==> src/rtl/mips_pkg.sv <==
// Shared constants, IF/ID payload type and fetch-window check for the MIPS pipeline.
package mips_pkg;

    localparam int unsigned XLEN             = 32;
    localparam logic [31:0] RESET_PC_DEFAULT = 32'h0040_0000;
    localparam logic [31:0] NOP_INSTR        = 32'h0000_0000;
    localparam logic [31:0] INSTR_BYTES      = 32'd4;

    typedef struct packed {
        logic [XLEN-1:0] instr;
        logic [XLEN-1:0] pc_plus4;
        logic            valid;
    } if_id_t;

    localparam if_id_t IF_ID_BUBBLE = '{instr: NOP_INSTR, pc_plus4: 32'h0000_0000, valid: 1'b0};

    // Limit is computed 34 bits wide so a window near the top of the space cannot wrap.
    function automatic logic pc_legal(input logic [31:0] pc,
                                      input logic [31:0] base,
                                      input logic [31:0] depth);
        logic [33:0] limit_s;
        limit_s  = {2'b00, base} + {depth, 2'b00};
        pc_legal = (pc >= base) && ({2'b00, pc} < limit_s) && (pc[1:0] == 2'b00);
    endfunction

endpackage

==> src/rtl/fetch_stage_if_id.sv <==
// IF/ID pipeline register: instruction, its PC+4 and a valid bit, with flush and stall.
module if_id_register
    import mips_pkg::*;
(
    input  logic   clk,
    input  logic   reset,
    input  logic   stall,
    input  logic   flush,
    input  if_id_t d,
    output if_id_t q
);

    if_id_t q_r;

    // Pipeline register update: reset > flush > stall > load.
    always_ff @(posedge clk) begin
        if (reset) begin
            q_r <= IF_ID_BUBBLE;
        end else if (flush) begin
            q_r <= IF_ID_BUBBLE;
        end else if (stall) begin
            q_r <= q_r;
        end else begin
            q_r <= d;
        end
    end

    assign q = q_r;

endmodule

==> src/rtl/fetch_stage.sv <==
// Instruction-fetch stage: PC register, next-PC selection, IF/ID capture,
// sticky illegal-fetch flag and a count of valid instructions delivered to decode.
module fetch_stage
    import mips_pkg::*;
#(
    parameter int unsigned DATA_WIDTH   = 32,
    parameter int unsigned MEMORY_DEPTH = 32,
    parameter logic [31:0] RESET_PC     = RESET_PC_DEFAULT
) (
    input  logic                  clk,
    input  logic                  reset,
    input  logic                  stall_i,
    input  logic                  flush_i,
    input  logic                  branch_taken_i,
    input  logic [DATA_WIDTH-1:0] branch_target_i,
    input  logic                  jump_i,
    input  logic [DATA_WIDTH-1:0] jump_target_i,
    input  logic [DATA_WIDTH-1:0] instruction_i,
    output logic [DATA_WIDTH-1:0] pc_o,
    output logic [DATA_WIDTH-1:0] if_id_instruction_o,
    output logic [DATA_WIDTH-1:0] if_id_pc_plus4_o,
    output logic                  if_id_valid_o,
    output logic                  fetch_fault_o,
    output logic [DATA_WIDTH-1:0] fetch_count_o
);

    logic [DATA_WIDTH-1:0] pc_r;
    logic [DATA_WIDTH-1:0] pc_next_s;
    logic [DATA_WIDTH-1:0] pc_plus4_s;
    logic                  illegal_s;
    logic                  load_s;
    logic                  fault_r;
    logic [DATA_WIDTH-1:0] count_r;
    if_id_t                if_id_d_s;
    if_id_t                if_id_q_s;

    assign pc_plus4_s = pc_r + INSTR_BYTES;
    assign illegal_s  = ~pc_legal(pc_r, RESET_PC, 32'(MEMORY_DEPTH));
    // A load edge is one where IF/ID takes a new entry; flush and stall both suppress it.
    assign load_s     = ~flush_i & ~stall_i;

    // Next-PC select: redirects beat stall, and branch beats jump.
    always_comb begin
        pc_next_s = pc_plus4_s;
        if (branch_taken_i) begin
            pc_next_s = branch_target_i;
        end else if (jump_i) begin
            pc_next_s = jump_target_i;
        end else if (stall_i) begin
            pc_next_s = pc_r;
        end else begin
            pc_next_s = pc_plus4_s;
        end
    end

    // IF/ID payload; an illegal fetch becomes an invalid NOP entry.
    always_comb begin
        if_id_d_s          = IF_ID_BUBBLE;
        if_id_d_s.pc_plus4 = pc_plus4_s;
        if (illegal_s) begin
            if_id_d_s.instr = NOP_INSTR;
            if_id_d_s.valid = 1'b0;
        end else begin
            if_id_d_s.instr = instruction_i;
            if_id_d_s.valid = 1'b1;
        end
    end

    // PC register.
    always_ff @(posedge clk) begin
        if (reset) begin
            pc_r <= RESET_PC;
        end else begin
            pc_r <= pc_next_s;
        end
    end

    // Sticky fault flag and valid-load counter, both advanced only on load edges.
    always_ff @(posedge clk) begin
        if (reset) begin
            fault_r <= 1'b0;
            count_r <= 32'd0;
        end else if (load_s) begin
            if (illegal_s) begin
                fault_r <= 1'b1;
                count_r <= count_r;
            end else begin
                fault_r <= fault_r;
                count_r <= count_r + 32'd1;
            end
        end else begin
            fault_r <= fault_r;
            count_r <= count_r;
        end
    end

    if_id_register u_if_id (
        .clk   (clk),
        .reset (reset),
        .stall (stall_i),
        .flush (flush_i),
        .d     (if_id_d_s),
        .q     (if_id_q_s)
    );

    assign pc_o                = pc_r;
    assign if_id_instruction_o = if_id_q_s.instr;
    assign if_id_pc_plus4_o    = if_id_q_s.pc_plus4;
    assign if_id_valid_o       = if_id_q_s.valid;
    assign fetch_fault_o       = fault_r;
    assign fetch_count_o       = count_r;

endmodule

==> config.mk <==
export PLATFORM = sky130hd
export DESIGN_NAME = fetch_stage
export DESIGN_NICKNAME = d
export VERILOG_FILES = /design/src/rtl/mips_pkg.sv /design/src/rtl/fetch_stage_if_id.sv /design/src/rtl/fetch_stage.sv
export SDC_FILE = /design/constraint.sdc
export NUM_CORES = 1
export LEC_CHECK = 0
export CAP_MARGIN = 30
export CORE_MARGIN = 2
export CORE_UTILIZATION = 48
export DETAILED_ROUTE_END_ITERATION = 10
export PLACE_DENSITY_LB_ADDON = 0.08
export RECOVER_POWER = 50
export SETUP_SLACK_MARGIN = 0.1
export SYNTH_ARGS = -nofsm -noshare
export SYNTH_HDL_FRONTEND = slang
export SYNTH_SLANG_ARGS = --single-unit
==> constraint.sdc <==
create_clock -name clk -period 3.8 [get_ports clk]
set_input_delay 0.76 -clock clk [delete_from_list [all_inputs] [get_ports clk]]
set_output_delay 0.76 -clock clk [all_outputs]
set_load 0.005 [all_outputs]
==> run summary <==
post-detailed-route count of antenna-violating nets: 0
routability cong.: 0.898
Clk pwr share: 0.466
final hold viol count: 0
crit-path cells: clkbuf_1, clkbuf_2, nor2_1, clkbuf_1, o21a_1, o31a_1
I/O Buffers: 231
Final Cell Area: 0.00921 mm2
RSZ-0062 raised after global routing: no
placed instance area: 0.00862 mm2
detailed placement HPWL: 14.8 mm
gr usage total: 0.294
PD cells: 383 mW/mm2
Syn Inst Count: 766
reg2reg path depth: 5
Power, Total: 3.53 mW
Setup Skew: 6.87 ps
gr ovfl total: 0
Tmin final: 3200 ps
P_sw: 876 uW
largest area contributor in the netlist: dfxtp_1
CP dominant cell by count: clkbuf_1
Yosys cell types: 53
CP top delay family: buffers and inverters
Crit Path Category: input port to flip-flop
Cells on Worst Hold Path: 2
VDD IR max: 0.000243 V
Lkg Pwr: 3.38 nW
initial antenna violation count: 0
Seq pwr share: 0.416
worst-skew pair later-pin latency: 430 ps
hold crit path type: flip-flop to flip-flop
Routed WL per cell: 18.5 um
vias after detailed routing: 6862
total CTS buffers: 17
Antenna Cells: 0
Max Slew Vio Count: 45
Net Sw Frac: 0.248
Die H: 118 um
I/O pins: 232
largest net degree at the start of global routing: 76
vias in the first global route: 6559
clock slew at reported path FFs: 60 ps
Max Cap Viol: 1
crit start category: input port
root buffer selected by CTS: clkbuf_16
via density per instance: 5.97
largest cells by area after synthesis: dfxtp_1 41%, nor2_1 5.1%, a22oi_1 5.0%
Iter 0 DRT Violations: 583
Post-CTS Resized: 0
Setup Buffers After CTS: 0
CTS H-tree depth: 4
slowest CP cell: clkbuf_1
P_int: 2.65 mW
fin util: 0.727
crit end category: flip-flop
die area: 0.0140 mm2
Post-synth EDFFs: 0
Critical Path Max Stage Delay: 1030 ps
critical path depth in cells: 6
synthesized area per cell: 8.19 um2
CTS tree: done
clock sinks: 130
Worst Path Arrival: 3510 ps
fin nets: 1070
crit path max fanout: 34
fmax: 0.313 GHz
Synth top area share: 0.415
Remaining DRCs: 0
final-report setup violation count: 0
warning count from the yosys run: 0
final worst-path cycle share: 0.841
syn nets: 871
Crit path buffers/inverters: 3
sequential fraction of the synthesis area: 0.415
Routed WL: 21.2 mm
hold_buf cts: 0
Netlist Area Pre-Place: 0.00627 mm2
CTS Buffer Depth: 2
Starting Density: 0.495
Std-Cell Rows: 41
DR pass1 iterations: 5
Core ar.: 0.0127 mm2
Worst EP required: 4110 ps
max_slew headroom: -0.0599
Die Wd: 118 um
status: complete, but fails checks
post-synthesis register bit count: 130
Top FF cell, synth: dfxtp_1
share of layout cells above drive strength 1: 0.0573
first-pass GRT wire length: 33.2 mm
Slew @ Worst Pin: 1590 ps
post-route setup TNS: 0 ps
violated checks: max-capacitance violations, max-slew violations
asr flop ratio synth: 0
combinational power share: 0.118
Layout area overhead: 46.8%
## cells in the mapped netlist (7+ instances only)
master and instances:
o22ai_1 10, nor4_1 22, a211oi_1 19, nand4_1 12
or4_1 8, mux2i_1 7, o21ai_0 53, or3_1 18
xor2_1 7, nor3_1 19, dfxtp_1 130, a22oi_1 42
clkbuf_1 45, buf_1 10, inv_1 24, o31ai_1 8
nand3_1 20, a21oi_1 62, xnor2_1 34, nor2_1 85
nand2_1 51
## area by class of cell
cell class	count	area, um2
Fill cell	1022	3460
Multi-Input combinational cell	548	3310
Sequential cell	130	2600
Timing Repair Buffer	244	2390
Clock buffer	21	470
Tap cell	172	215
Clock inverter	11	129
Inverter	24	90.1
## worst register-to-register path, stage by stage, from the launching register on
cell	delay, ps
dfxtp_1	380
nor4_1	470
nand4_1	530
or4_4	840
or4_1	550
a21oi_1	150
## power groups by stage
stage	Clock, mW	Sequential (mW)	Combinational (mW)
after floorplan	0	1.47	0.197
after detailed placement	0	1.49	0.417
after CTS	1.65	1.47	0.420
after global placement	0	1.49	0.410
after global routing	1.72	1.47	0.444
final	1.64	1.47	0.416
## kinds of logic (layout without fill, tap and decap cells)
kind of cell	count (synthesis)	after routing	synth area share
DFF	130	130	0.415
adders and majority gates	3	3	0.00598
buffers and inverters	88	300	0.0592
xor gates and xnor gates	41	41	0.0572
AOI/OAI and AO/OA	224	224	0.224
and+or+nand+nor	273	273	0.227
muxes	7	7	0.0112
## path summary, 6_finish.rpt
check	start	to	slack, ps
max reg2reg	pc_o[7]$_SDFFE_PP0P_	fetch_count_o[29]$_SDFFE_PP0P_	790
min reg2reg	u_if_id.q[15]$_SDFFE_PP0N_	u_if_id.q[15]$_SDFFE_PP0N_	460
max	reset	u_if_id.q[28]$_SDFFE_PP0N_	600
min	u_if_id.q[15]$_SDFFE_PP0N_	u_if_id.q[15]$_SDFFE_PP0N_	460
## per-layer routing
| layer | part of all wire | track usage |
|---|---|---|
| met1 | 0.40 | 0.355 |
| met2 | 0.47 | 0.485 |
| met4 | 0.030 | 0.131 |
| met5 | 0 | 0 |
| met3 | 0.094 | 0.0854 |
## cell usage in the layout, fill, tap and decap left out, drive strengths merged, types with 6 or more instances in the layout
| cell type | synthesis | layout |
|---|---|---|
| a211oi | 19 | 19 |
| a21oi | 62 | 62 |
| a22oi | 42 | 42 |
| and4 | 6 | 6 |
| buf | 19 | 12 |
| clkbuf | 45 | 24 |
| clkdlybuf4s50 | 0 | 125 |
| clkinv | 0 | 6 |
| dfxtp | 130 | 130 |
| dlygate4sd3 | 0 | 104 |
| inv | 24 | 25 |
| mux2i | 7 | 7 |
| nand2 | 51 | 51 |
| nand2b | 6 | 6 |
| nand3 | 20 | 20 |
| nand4 | 13 | 13 |
| nor2 | 85 | 85 |
| nor3 | 19 | 19 |
| nor4 | 24 | 24 |
| o21ai | 53 | 53 |
| o22ai | 10 | 10 |
| o31ai | 8 | 8 |
| or3 | 21 | 21 |
| or4 | 10 | 10 |
| xnor2 | 34 | 34 |
| xor2 | 7 | 7 |
## sequential cells by signal (all words and copies together) (netlist names)
register / flops
u_if_id.q: 65
fetch_fault_o: 1
pc_o: 32
fetch_count_o: 32
## metrics by stage
stage,setup slack [ps],hold WS (ps),instances
6_report,604,463,1150
3_5_place_dp,599,459,1118
5_1_grt,465,482,1150
4_1_cts,849,467,1150
2_1_floorplan,1300,457,766
3_3_place_gp,681,454,1118
No activity file was read; power rests on OpenSTA's default activity.
